**config.mk**
```make
export PLATFORM = sky130hd
export DESIGN_NAME = memory_stage
export DESIGN_NICKNAME = d
export VERILOG_FILES = /design/src/rtl/memory_stage.sv
export SDC_FILE = /design/constraint.sdc
export NUM_CORES = 1
export LEC_CHECK = 0
export BUFFER_PORTS_ARGS = -buffer_cell sky130_fd_sc_hd__buf_2
export CAP_MARGIN = 25
export CORE_AREA = 2 2 334 336
export CTS_CLUSTER_DIAMETER = 200
export DETAILED_ROUTE_END_ITERATION = 16
export DIE_AREA = 0 0 336 338
export GPL_TIMING_DRIVEN = 0
export SKIP_CTS_REPAIR_TIMING = 1
export SLEW_MARGIN = 25
export SYNTH_ARGS = -nofsm -noshare
export SYNTH_HDL_FRONTEND = slang
export SYNTH_SLANG_ARGS = --single-unit
```
**constraint.sdc**
```tcl
create_clock -name clk -period 2.2 [get_ports clk]
set_input_delay 0.22 -clock clk [delete_from_list [all_inputs] [get_ports clk]]
set_output_delay 0.22 -clock clk [all_outputs]
set_load 0.03 [all_outputs]
```
**src/rtl/memory_stage.sv**
```systemverilog
// memory_stage: pipeline MEM stage.
// Issues one data-memory access at a time over a req/ack handshake, formats
// load data, builds store strobes and registers the MEM->WB latch.
// Optional feature macro: MEM_MISALIGN_EN (misaligned accesses fault to WB
// instead of going to memory).
module memory_stage #(
    parameter int unsigned XLEN       = 64,
    parameter int unsigned DMEM_BYTES = 8
) (
    input  logic            clk,
    input  logic            RESET,
    input  logic            MEM_V,
    input  logic [31:0]     MEM_IR,
    input  logic [XLEN-1:0] MEM_NPC,
    input  logic [XLEN-1:0] MEM_ALU_RESULT,
    input  logic [XLEN-1:0] MEM_SR2,
    input  logic [XLEN-1:0] MEM_CSRFD,
    input  logic [XLEN-1:0] MEM_RFD,
    input  logic            MEM_ECALL,
    output logic            V_MEM_STALL,
    output logic            DMEM_REQ,
    output logic            DMEM_WE,
    output logic [XLEN-1:0] DMEM_ADDR,
    output logic [XLEN-1:0] DMEM_WDATA,
    output logic [7:0]      DMEM_WSTRB,
    input  logic [XLEN-1:0] DMEM_RDATA,
    input  logic            DMEM_ACK,
    output logic            WB_V,
    output logic            WB_ECALL,
    output logic            WB_MISALIGN,
    output logic [31:0]     WB_IR,
    output logic [XLEN-1:0] WB_NPC,
    output logic [XLEN-1:0] WB_DATA,
    output logic [XLEN-1:0] WB_CSRFD,
    output logic [XLEN-1:0] WB_RFD
);

    localparam int unsigned OFF_W    = $clog2(DMEM_BYTES);
    localparam logic [6:0]  OP_LOAD  = 7'b0000011;
    localparam logic [6:0]  OP_STORE = 7'b0100011;
    localparam logic [6:0]  OP_JAL   = 7'b1101111;
    localparam logic [6:0]  OP_JALR  = 7'b1100111;

    typedef enum logic {S_IDLE, S_WAIT} state_t;

    state_t            state;
    logic [31:0]       cap_ir;
    logic [XLEN-1:0]   cap_npc;
    logic [XLEN-1:0]   cap_addr;
    logic [XLEN-1:0]   cap_csrfd;
    logic [XLEN-1:0]   cap_rfd;
    logic              cap_ecall;

    logic              is_load;
    logic              is_store;
    logic              memop;
    logic              misalign_c;
    logic [OFF_W-1:0]  in_off;
    logic [1:0]        in_size;
    logic [7:0]        strb_base;
    logic [7:0]        store_strb;
    logic [XLEN-1:0]   store_data;
    logic [XLEN-1:0]   pass_data;
    logic [OFF_W-1:0]  cap_off;
    logic [XLEN-1:0]   ld_shift;
    logic [XLEN-1:0]   ld_data;

    assign is_load  = (MEM_IR[6:0] == OP_LOAD);
    assign is_store = (MEM_IR[6:0] == OP_STORE);
    assign memop    = MEM_V && (is_load || is_store);
    assign in_off   = MEM_ALU_RESULT[OFF_W-1:0];
    assign in_size  = MEM_IR[13:12];

`ifdef MEM_MISALIGN_EN
    // Natural alignment check by access size
    always_comb begin
        misalign_c = 1'b0;
        case (in_size)
            2'd1:    misalign_c = memop && in_off[0];
            2'd2:    misalign_c = memop && (|in_off[1:0]);
            2'd3:    misalign_c = memop && (|in_off);
            default: misalign_c = 1'b0;
        endcase
    end
`else
    assign misalign_c = 1'b0;
`endif

    // Hold execute while an access is being issued or awaiting its ack
    assign V_MEM_STALL = ((state == S_IDLE) && memop && !misalign_c) ||
                         ((state == S_WAIT) && !DMEM_ACK);

    // Store lane placement: strobes and data shifted to the byte offset
    always_comb begin
        strb_base = 8'h00;
        case (in_size)
            2'd0: strb_base = 8'h01;
            2'd1: strb_base = 8'h03;
            2'd2: strb_base = 8'h0F;
            2'd3: strb_base = 8'hFF;
            default: strb_base = 8'h00;
        endcase
        store_strb = 8'(strb_base << in_off);
        store_data = MEM_SR2 << {in_off, 3'b000};
        pass_data  = ((MEM_IR[6:0] == OP_JAL) || (MEM_IR[6:0] == OP_JALR)) ?
                     MEM_NPC : MEM_ALU_RESULT;
    end

    // Load formatting from the captured address offset and funct3
    always_comb begin
        cap_off  = cap_addr[OFF_W-1:0];
        ld_shift = DMEM_RDATA >> {cap_off, 3'b000};
        ld_data  = '0;
        case (cap_ir[14:12])
            3'd0: ld_data = {{(XLEN-8){ld_shift[7]}},   ld_shift[7:0]};
            3'd1: ld_data = {{(XLEN-16){ld_shift[15]}}, ld_shift[15:0]};
            3'd2: ld_data = {{(XLEN-32){ld_shift[31]}}, ld_shift[31:0]};
            3'd3: ld_data = ld_shift;
            3'd4: ld_data = {{(XLEN-8){1'b0}},  ld_shift[7:0]};
            3'd5: ld_data = {{(XLEN-16){1'b0}}, ld_shift[15:0]};
            3'd6: ld_data = {{(XLEN-32){1'b0}}, ld_shift[31:0]};
            default: ld_data = '0;
        endcase
    end

    // Stage FSM: request issue, ack wait and WB latch update
    always_ff @(posedge clk) begin
        if (RESET) begin
            state       <= S_IDLE;
            cap_ir      <= '0;
            cap_npc     <= '0;
            cap_addr    <= '0;
            cap_csrfd   <= '0;
            cap_rfd     <= '0;
            cap_ecall   <= 1'b0;
            DMEM_REQ    <= 1'b0;
            DMEM_WE     <= 1'b0;
            DMEM_ADDR   <= '0;
            DMEM_WDATA  <= '0;
            DMEM_WSTRB  <= '0;
            WB_V        <= 1'b0;
            WB_ECALL    <= 1'b0;
            WB_MISALIGN <= 1'b0;
            WB_IR       <= '0;
            WB_NPC      <= '0;
            WB_DATA     <= '0;
            WB_CSRFD    <= '0;
            WB_RFD      <= '0;
        end else begin
            case (state)
                S_IDLE: begin
                    if (memop && misalign_c) begin
                        WB_V        <= 1'b1;
                        WB_MISALIGN <= 1'b1;
                        WB_ECALL    <= MEM_ECALL;
                        WB_IR       <= MEM_IR;
                        WB_NPC      <= MEM_NPC;
                        WB_DATA     <= MEM_ALU_RESULT;
                        WB_CSRFD    <= MEM_CSRFD;
                        WB_RFD      <= MEM_RFD;
                    end else if (memop) begin
                        state       <= S_WAIT;
                        cap_ir      <= MEM_IR;
                        cap_npc     <= MEM_NPC;
                        cap_addr    <= MEM_ALU_RESULT;
                        cap_csrfd   <= MEM_CSRFD;
                        cap_rfd     <= MEM_RFD;
                        cap_ecall   <= MEM_ECALL;
                        DMEM_REQ    <= 1'b1;
                        DMEM_WE     <= is_store;
                        DMEM_ADDR   <= {MEM_ALU_RESULT[XLEN-1:OFF_W], OFF_W'(0)};
                        DMEM_WDATA  <= is_store ? store_data : '0;
                        DMEM_WSTRB  <= is_store ? store_strb : 8'h00;
                        WB_V        <= 1'b0;
                        WB_ECALL    <= 1'b0;
                        WB_MISALIGN <= 1'b0;
                        WB_IR       <= '0;
                        WB_NPC      <= '0;
                        WB_DATA     <= '0;
                        WB_CSRFD    <= '0;
                        WB_RFD      <= '0;
                    end else begin
                        WB_V        <= MEM_V;
                        WB_MISALIGN <= 1'b0;
                        WB_ECALL    <= MEM_V ? MEM_ECALL : 1'b0;
                        WB_IR       <= MEM_V ? MEM_IR    : '0;
                        WB_NPC      <= MEM_V ? MEM_NPC   : '0;
                        WB_DATA     <= MEM_V ? pass_data : '0;
                        WB_CSRFD    <= MEM_V ? MEM_CSRFD : '0;
                        WB_RFD      <= MEM_V ? MEM_RFD   : '0;
                    end
                end
                S_WAIT: begin
                    if (DMEM_ACK) begin
                        state       <= S_IDLE;
                        DMEM_REQ    <= 1'b0;
                        DMEM_WE     <= 1'b0;
                        DMEM_ADDR   <= '0;
                        DMEM_WDATA  <= '0;
                        DMEM_WSTRB  <= 8'h00;
                        WB_V        <= 1'b1;
                        WB_MISALIGN <= 1'b0;
                        WB_ECALL    <= cap_ecall;
                        WB_IR       <= cap_ir;
                        WB_NPC      <= cap_npc;
                        WB_DATA     <= (cap_ir[6:0] == OP_LOAD) ? ld_data : '0;
                        WB_CSRFD    <= cap_csrfd;
                        WB_RFD      <= cap_rfd;
                    end
                end
                default: state <= S_IDLE;
            endcase
        end
    end

endmodule

```
; ---- Word-level counts from Yosys, hierarchy flattened
; Cells that the tools add are included.
[classes]
shifts = 3
addsub = 0
n_reduce_logical = 11
mux = 50
multipliers = 0
n_bitwise = 1
n_eq_ne = 16
div = 0
n_lt_le_gt_ge = 0
[ops]
columns = op, n
row1 = 2-to-1 mux 64 bit, 18
row2 = case mux 64 bit (2 select lines), 6
row3 = case mux 64 bit (7 select lines), 1
row4 = 2-to-1 mux 32 bit, 3
row5 = case mux 32 bit (2 select lines), 1
row6 = << shifter 64 x 6 -> 64 bit, 1
row7 = >> shifter 64 x 6 -> 64 bit, 1
row8 = case mux 8 bit (4 select lines), 1
row9 = 2-to-1 mux 8 bit, 3
row10 = case mux 8 bit (2 select lines), 1
row11 = equality test 7 x 2 -> 1 bit (second input constant), 2
row12 = equality test 7 bit (second input constant), 2
row13 = case mux 1 bit (2 select lines), 6
row14 = 2-to-1 mux 1 bit, 10
row15 = equality test 3 bit (second input constant), 3
row16 = << shifter 8 x 3 -> 8 bit, 1
row17 = equality test 7 x 6 -> 1 bit (second input constant), 1
row18 = equality test 3 x 2 -> 1 bit (second input constant), 2
row19 = equality test 2 bit (second input constant), 2
row20 = inequality test 2 bit (second input constant), 2
row21 = AND reduction 2 bit, 2
row22 = equality test 3 x 1 -> 1 bit (second input constant), 1
row23 = logical AND 1 bit, 3
row24 = zero test 3 bit, 1
row25 = other kinds (5), 7
[word_totals]
inputBits = 421
mem_count = 0
register_bits = 658
wordCells = 101
ramBits = 0
mem_bits_ro = 0
latchBits = 0

; ---- Depth between registers and ports, before layout
; Gate-level depths: netlist (run 1).
[depth]
ltp_word = 6
ltp_mapped = 10

; ---- Worst setup path before layout (run 1)
; OpenSTA, ideal clock, no wires.
[synth_timing]
kind = register to register
startpoint = register cap_addr[0]
endpoint = register WB_DATA[56]
path_stages_with_launch = 8
slack_ns = 0.210
setup_ns = 0.134
period_less_slack_ns = 1.990
arrival_ns = 1.856
cell_sequence = dfxtp_1 > buf_6 > mux4_2 > mux2_4 > a32o_1 > buf_6 > a211oi_2 > o22ai_1
[synth_via]
elab_chain_cells = 5
[synth_lines]
columns = item, line
row1 = start: declaration, 49  ; logic [XLEN-1:0] cap_addr;
row2 = start signal: assignment, 132  ; cap_addr <= '0;
row3 = start signal: assignment, 165  ; cap_addr <= MEM_ALU_RESULT;
row4 = >> shifter 64 x 6 -> 64 bit, 112  ; ld_shift = DMEM_RDATA >> {cap_off, 3'b000};
row5 = case mux 64 bit (7 select lines), 114  ; case (cap_ir[14:12])
row6 = 2-to-1 mux 64 bit, 206  ; WB_DATA <= (cap_ir[6:0] == OP_LOAD) ? ld_data : '0;
row7 = 2-to-1 mux 64 bit, 194  ; if (DMEM_ACK) begin
row8 = case mux 64 bit (2 select lines), 150  ; case (state)
row9 = end signal: assignment, 188  ; WB_DATA <= MEM_V ? pass_data : '0;
row10 = end signal: assignment, 206
row11 = end: declaration, 33  ; output logic [XLEN-1:0] WB_DATA,
; No other way between the ends. The select of a mux whose other input is x is not followed.
; A chain may end at the register's enable or synchronous reset.

; ---- Worst setup path after layout (run 1)
[layout_timing]
startpoint = register state
endpoint = output V_MEM_STALL
[layout_via]
elab_chain_cells = 3
[layout_lines]
columns = item, line
row1 = start: declaration, 46  ; state_t state;
row2 = start signal: assignment, 129  ; state <= S_IDLE;
row3 = start signal: assignment, 162  ; state <= S_WAIT;
row4 = start signal: assignment, 195  ; state <= S_IDLE;
row5 = inverter 1 bit, --
row6 = logical AND 1 bit, 90  ; assign V_MEM_STALL = ((state == S_IDLE) && memop && !misalign_c) ||
row7 = logical OR 1 bit (*), 90
row8 = end: declaration, 20  ; output logic V_MEM_STALL,
; Every way passes the cells marked *; elsewhere a longest branch is shown, timed or not.

==> results of run 1 <==
## through the flow
stage	setup TNS, ps	instances
detailed placement	-386500	5801
floorplan	0	3468
global route	-2640	6297
global placement	-783470	5796
finish	-795	6310
CTS	-388110	5943
## cells by family after synthesis
kind of cell    after synthesis
simple gates               1162
compound gates              942
flops                       654
mux                         377
buf+inv                     329
other cells                   1
## state kept, by name, indices dropped and copies added (netlist names), 3 cells and up
name        flops
DMEM_WDATA     64
WB_CSRFD       64
WB_DATA        64
WB_NPC         64
WB_RFD         64
cap_csrfd      64
cap_npc        64
cap_rfd        64
DMEM_ADDR      61
WB_IR          32
cap_ir         32
DMEM_WSTRB      8
cap_addr        3
## where the power goes
| part | leakage (nW) | internal [mW] | switching, mW |
|---|---|---|---|
| combinational | 11.1 | 1.57 | 2.51 |
| sequential | 5.32 | 12.1 | 0.138 |
| clock | 1.38 | 8.72 | 5.55 |
## per-layer routing
metal | GRT usage | routed length, um | up-vias
li1 | - | - | 14700
met4 | 0.108 | 7180 | 52
met1 | 0.311 | 63100 | 15600
met3 | 0.0832 | 14200 | 340
met5 | 0 | 354 | -
met2 | 0.452 | 78300 | 1454
## Yosys cell counts (8+ instances only)
master | count | area [um^2]
o22ai_1 | 24 | 150
buf_1 | 44 | 165
a21oi_1 | 478 | 2390
nor2b_1 | 13 | 81.3
nor2_1 | 321 | 1200
dfxtp_1 | 654 | 13100
mux2_2 | 265 | 2980
mux2i_1 | 71 | 711
mux4_2 | 40 | 901
clkbuf_1 | 205 | 769
a22o_1 | 9 | 78.8
nand2b_1 | 13 | 81.3
a211oi_1 | 8 | 60.1
a211oi_2 | 8 | 100
o21ai_1 | 32 | 160
buf_4 | 8 | 60.1
a22oi_1 | 282 | 2120
o21ai_0 | 73 | 365
buf_2 | 63 | 315
nand3_1 | 65 | 325
nand2_1 | 720 | 2700
## worst reg2reg max path, stage by stage (launching register included)
cell      delay, ps
dfxtp_2         330
buf_2           150
nand2b_4        210
or3b_1          420
o311ai_2        150
a32o_2          390
buf_12          160
buf_8           120
o21ai_2          60
a21oi_1         200
## path summary, 6_finish.rpt
kind                                     to  slack [ps]  cells after the start
worst min-delay path            WB_DATA[57]          -5                      3
worst max-delay path            V_MEM_STALL        -120                      7
worst min register to register   cap_ir[24]         450                      2
worst max register to register  WB_DATA[36]         -70                      9
## cell type report
class,count,area share
plain buffers,324,0.0399
well taps,1488,0.0434
flip-flops and latches,654,0.306
clock inverters,35,0.0128
inverters,2,0.000175
diodes,33,0.00193
repair buffers,1182,0.179
multi-input cells,2485,0.364
clock buffers,107,0.0526
## cells in the final DEF (no fill, tap or decap), drive strengths merged, types with 24 or more instances in the layout
master	synthesis	final
nand2	720	720
o22ai	24	24
nand3	65	65
diode	0	33
mux2i	71	71
mux2	266	266
dfxtp	654	654
buf	122	1009
mux4	40	40
o21ai	105	105
dlygate4sd3	0	289
clkbuf	205	315
nor2	322	322
a22oi	282	282
a21oi	478	478
==> summary.txt, run 1 <==
Layout
  – Flip-flop and latch area: 0.0131 mm^2
  – Final Core Density: 0.389
  – Fin area: 0.0428 mm^2
  – Nets@finish: 5147
  – Fraction of layout cells with a size suffix above 1: 0.334
  – Fillers: 11300
  – Multi-input combinational cell area: 0.0156 mm^2
  – Synthesis-to-layout area growth: 45.5%

Clocking
  – H-tree Lvls: 3
  – CTS tree: done
  – Clock Tree Buf Depth: 3
  – Clk sink count: 654
  – CTS Root Cell: clkbuf_16
  – Clk_lat worst skew: 650 ps
  – TritonCTS buffer count: 77
  – Clock transition at path regs: 60 ps

Drt
  – Avg WL per Cell: 25.9 um
  – Post-DR vias/cell: 5.10
  – Post-detailed-route count of antenna-violating nets: 0
  – Initial DRC count: 2572
  – DRC: 0
  – DRT Pass-1 Iters: 6
  – Vias: 32200
  – Routed wire length: 163000 um

STA
  – Tmin final: 2320 ps
  – Clk_skew: 29.3 ps
  – Period utilisation layout: 1.05
  – Fin worst setup slack: -121 ps
  – RSZ-0062 raised after global routing: yes
  – Hold slack final: -4.78 ps
  – Final Slew Violations: 0
  – Worst-Margin Slew: 983 ps
  – Setup Viol. Count Final: 23
  – Rel. slew slack: 0.344
  – Final hold vios: 2
  – Maximum clock rate: 0.431 GHz

Pwr
  – Pwr Total: 30.6 mW
  – Pwr/cell area: 714 mW/mm^2
  – Peak VDD IR: 0.000539 V
  – Leak: 17.8 nW

Critical path
  – Setup CP Type: reg -> out
  – CP max FO: 7
  – Crit path arrival time: 2100 ps
  – Reg-to-Reg Start: cap_addr[1]
  – CP Data Required Time: 1980 ps
  – Worst setup EP type: output pin
  – CP startpoint kind: register
  – CP Launch Point: state
  – Crit-path slowest cell: dfxtp_2
  – Top cell by count, worst path: buf_12
  – Worst path cell trace: buf_12 > nor2b_4 > nand2_8 > buf_12 > buf_12 > nand2_8 > buf_6
  – Worst path bufs/invs: 4
  – Cell family with most CP delay: buffers and inverters
  – Crit-path max cell delay: 330 ps

Place
  – Cell Area, Placed: 0.0357 mm^2
  – Final GP Congestion: 0.973
  – Setup WS pre-CTS: -1020 ps
  – Post-DP HPWL: 127000 um
  – Port buffer count: 840

Logic synthesis
  – Combinational family with the most area after synthesis: compound AO/OA/AOI/OAI gates
  – Syn Area/Cell: 8.50 um^2
  – Simple-gate area share of the yosys netlist: 0.158
  – Synth Area in Adders: 0
  – #FFs+latches synth: 654
  – Post-synth EDFFs: 0
  – Post-Synth XOR/XNOR Area: 0
  – Synth unique cells: 54
  – Ys async rst share: 0
  – Mux contribution to synthesized area: 0.157
  – Top_reg_cell synth: dfxtp_1
  – Cells after Synth: 3465
  – Synth Cell Area: 0.0294 mm^2
  – Yosys warns: 0
  – Synth Area in Compound Gates: 0.193
  – Register area share after synthesis: 0.445

Global routing
  – Largest net degree at the start of global routing: 14
  – Global route overflow: 0
  – Antenna violations before repair: 60
  – Vias in the first global route: 29000
  – GRT Resource Usage Total: 0.266
  – First-pass GRT wire length: 217000 um

Worst hold path
  – Worst Hold Class: in -> reg
  – Worst hold start: DMEM_RDATA[57]

Floorplan
  – Die Area: 0.114 mm^2
  – Top-Level Pins: 851
  – Die Ht: 338 um
  – Initial core utilization: 0.268
  – # rows: 122
  – Die width: 336 um
  – Core footprint: 0.110 mm^2

Outcome
  – Status: finished, violations left
  – Failing checks: hold timing, setup timing

Flow run
  – Max Cap Violations: 0
Power figures use the tool's default switching activity.
==> run 2: changes to the inputs <==
--- a/config.mk
+++ b/config.mk
@@ -5,7 +5,7 @@
 export SDC_FILE = /design/constraint.sdc
 export NUM_CORES = 1
 export LEC_CHECK = 0
-export BUFFER_PORTS_ARGS = -buffer_cell sky130_fd_sc_hd__buf_2
+export BUFFER_PORTS_ARGS = -buffer_cell sky130_fd_sc_hd__buf_4
 export CAP_MARGIN = 25
 export CORE_AREA = 2 2 334 336
 export CTS_CLUSTER_DIAMETER = 200
==> run 2 against run 1 <==
  * The flow finishes with violations (setup timing)
  * Global-route usage is 0.18 points higher
  * Cell count unchanged
  * Critical path depth did not move
  * Maximum frequency decreased by 0.96%
  * Wire length about the same
  * Via count is 0.55% higher
  * Combinational power up 9.1%
  * Critical endpoint unchanged
==> summary.txt, run 2 (same netlist as run 1, synthesis figures left out) <==
Outcome
  – Status: finished, violations left
  – Failing checks: setup timing

Clocking
  – Clock Tree Buf Depth: 3 (unchanged)
  – H-tree Lvls: 3 (unchanged)
  – CTS tree: done
  – CTS Root Cell: clkbuf_16
  – Clk sink count: 654 (unchanged)
  – Clock transition at path regs: 60 ps (about the same)
  – Clk_lat worst skew: 680 ps (+30 ps)
  – TritonCTS buffer count: 78 (+1.3%)

STA
  – Final hold vios: 0 (-2)
  – Worst-Margin Slew: 1060 ps (+74.8 ps)
  – Rel. slew slack: 0.295 (-0.0499)
  – Setup Viol. Count Final: 29 (+26%)
  – Setup TNS: -1900 ps (-1110 ps)
  – Tmin final: 2340 ps (+22.5 ps)
  – Maximum clock rate: 0.427 GHz (-0.96%)
  – Period utilisation layout: 1.07 (+0.0102)
  – Fin worst setup slack: -143 ps (-22.5 ps)
  – Clk_skew: 27.1 ps (-2.24 ps)
  – RSZ-0062 raised after global routing: yes
  – Final Slew Violations: 0 (unchanged)

Critical path
  – Worst path cell trace: buf_8 > nor2b_4 > nand2_8 > buf_12 > buf_12 > nand2_4 > buf_8
  – WP depth: 7 (unchanged)
  – Crit-path max cell delay: 350 ps (+20 ps)
  – R2r setup slk: -140 ps (-70 ps)
  – Crit-path slowest cell: dfxtp_4
  – RR Endpoint: WB_DATA[39]
  – Setup CP Type: reg -> out
  – Cell family with most CP delay: buffers and inverters
  – Worst setup EP type: output pin
  – Reg-to-Reg Start: cap_addr[0]
  – Worst reg-to-reg path cell count: 8 (-1)
  – CP Data Required Time: 1980 ps (about the same)
  – CP max FO: 7 (unchanged)
  – Worst path bufs/invs: 4 (unchanged)
  – Crit path arrival time: 2120 ps (+20 ps)
  – CP startpoint kind: register

Drt
  – Routed wire length: 163000 um (about the same)
  – Post-detailed-route count of antenna-violating nets: 0 (unchanged)
  – DRC: 0 (unchanged)
  – Post-DR vias/cell: 5.12 (+0.55%)
  – Vias: 32300 (+0.55%)
  – Initial DRC count: 2487 (-3.3%)
  – Avg WL per Cell: 25.9 um (about the same)
  – DRT Pass-1 Iters: 6 (unchanged)

Place
  – Final GP Congestion: 0.976 (+0.27%)
  – Cells after DPL: 5803 (+0.034%)
  – Setup WS pre-CTS: -928 ps (+93.4 ps)
  – Post-DP HPWL: 128000 um (+0.29%)
  – Port buffer count: 840 (unchanged)

Floorplan
  – # rows: 122 (unchanged)
  – Top-Level Pins: 851 (unchanged)
  – Die width: 336 um (unchanged)
  – Die Area: 0.114 mm^2 (unchanged)
  – Initial core utilization: 0.268 (unchanged)
  – Core footprint: 0.110 mm^2 (unchanged)
  – Die Ht: 338 um (unchanged)

Global routing
  – GRT Resource Usage Total: 0.268 (+0.00176)
  – Vias in the first global route: 29900 (+3.2%)
  – Antenna violations before repair: 36 (-40%)
  – Largest net degree at the start of global routing: 13 (-1)
  – First-pass GRT wire length: 219000 um (+1.2%)
  – Global route overflow: 0 (unchanged)

Layout
  – Fraction of layout cells with a size suffix above 1: 0.330 (-0.00431)
  – Commonest non-fill, non-tap cells in the layout: buf_4, nand2_1, dfxtp_1, a21oi_1, nor2_1
  – Nets@finish: 5160 (+0.25%)
  – Synthesis-to-layout area growth: 52.9%
  – Commonest non-fill, non-tap cell in the layout: buf_4
  – Final Core Density: 0.409 (+0.0197)
  – Layout Cells excl Fill: 6310 (unchanged)

Pwr
  – Pwr/cell area: 678 mW/mm^2 (-4.9%)
  – Peak VDD IR: 0.000586 V (+8.8%)
  – Leak: 18.1 nW (+1.8%)

Worst hold path
  – Worst hold start: MEM_SR2[8]
  – Cells on Worst Hold Path: 5 (+2)
  – Worst Hold Class: in -> reg
  – Min-Delay Endpoint: DMEM_WDATA[16]

Flow run
  – Max Cap Violations: 0 (unchanged)
[run 2: changes by cell type in the layout (fill, tap and decap cells not counted), sizes merged]
cell,previous run,this run
bufinv,13,8
diode,33,22
clkinv,18,14
inv,4,10
clkbuf,315,336
dlygate4sd3,289,302
buf,1009,989
[run 2: report_power, final]
part	internal [mW]	switching (mW)
registers	12.1	0.152
clock network	8.15	5.70
logic	1.92	2.53
total	22.2	8.38
[run 2: area by class of cell]
cell class	count	area [um^2]
plain buffers	323	1710
well taps	1488	1860
multi-input cells	2485	15700
fillers	11000	65000
diodes	22	55.1
flip-flops and latches	654	13100
clock buffers	109	2250
inverters	2	7.51
clock inverters	32	449
repair buffers	1195	9930
[run 2: per-layer routing]
metal / global-route usage / part of all wire
met5: 0 / 0.0012
met4: 0.116 / 0.047
met3: 0.0767 / 0.082
met2: 0.458 / 0.48
met1: 0.312 / 0.39
[run 2: worst max-delay path by stage]
stage                startpoint     endpoint
floorplan           cap_addr[0]  WB_DATA[56]
global placement          state  cap_addr[1]
detailed placement        state  cap_addr[1]
CTS                       state  V_MEM_STALL
global route              state  V_MEM_STALL
finish                    state  V_MEM_STALL
[run 2: worst reg2reg max path, cell delays in order, from the launching register on]
cell     delay, ps
dfxtp_2        330
buf_8          130
mux4_2         510
mux2_4         290
a32o_2         380
buf_12         180
buf_8          130
o21ai_2        170
a21oi_1         90
[run 2: per-stage QoR]
stage / cell area, um^2 / total power, mW / hold WS [ps]
2_1_floorplan: 29500 / 14.2 / 346
3_3_place_gp: 37600 / 16.2 / 439
3_5_place_dp: 37800 / 16.3 / 444
4_1_cts: 40500 / 30.1 / -261
5_1_grt: 45000 / 31.4 / 28.3
6_report: 45000 / 30.5 / 19.3
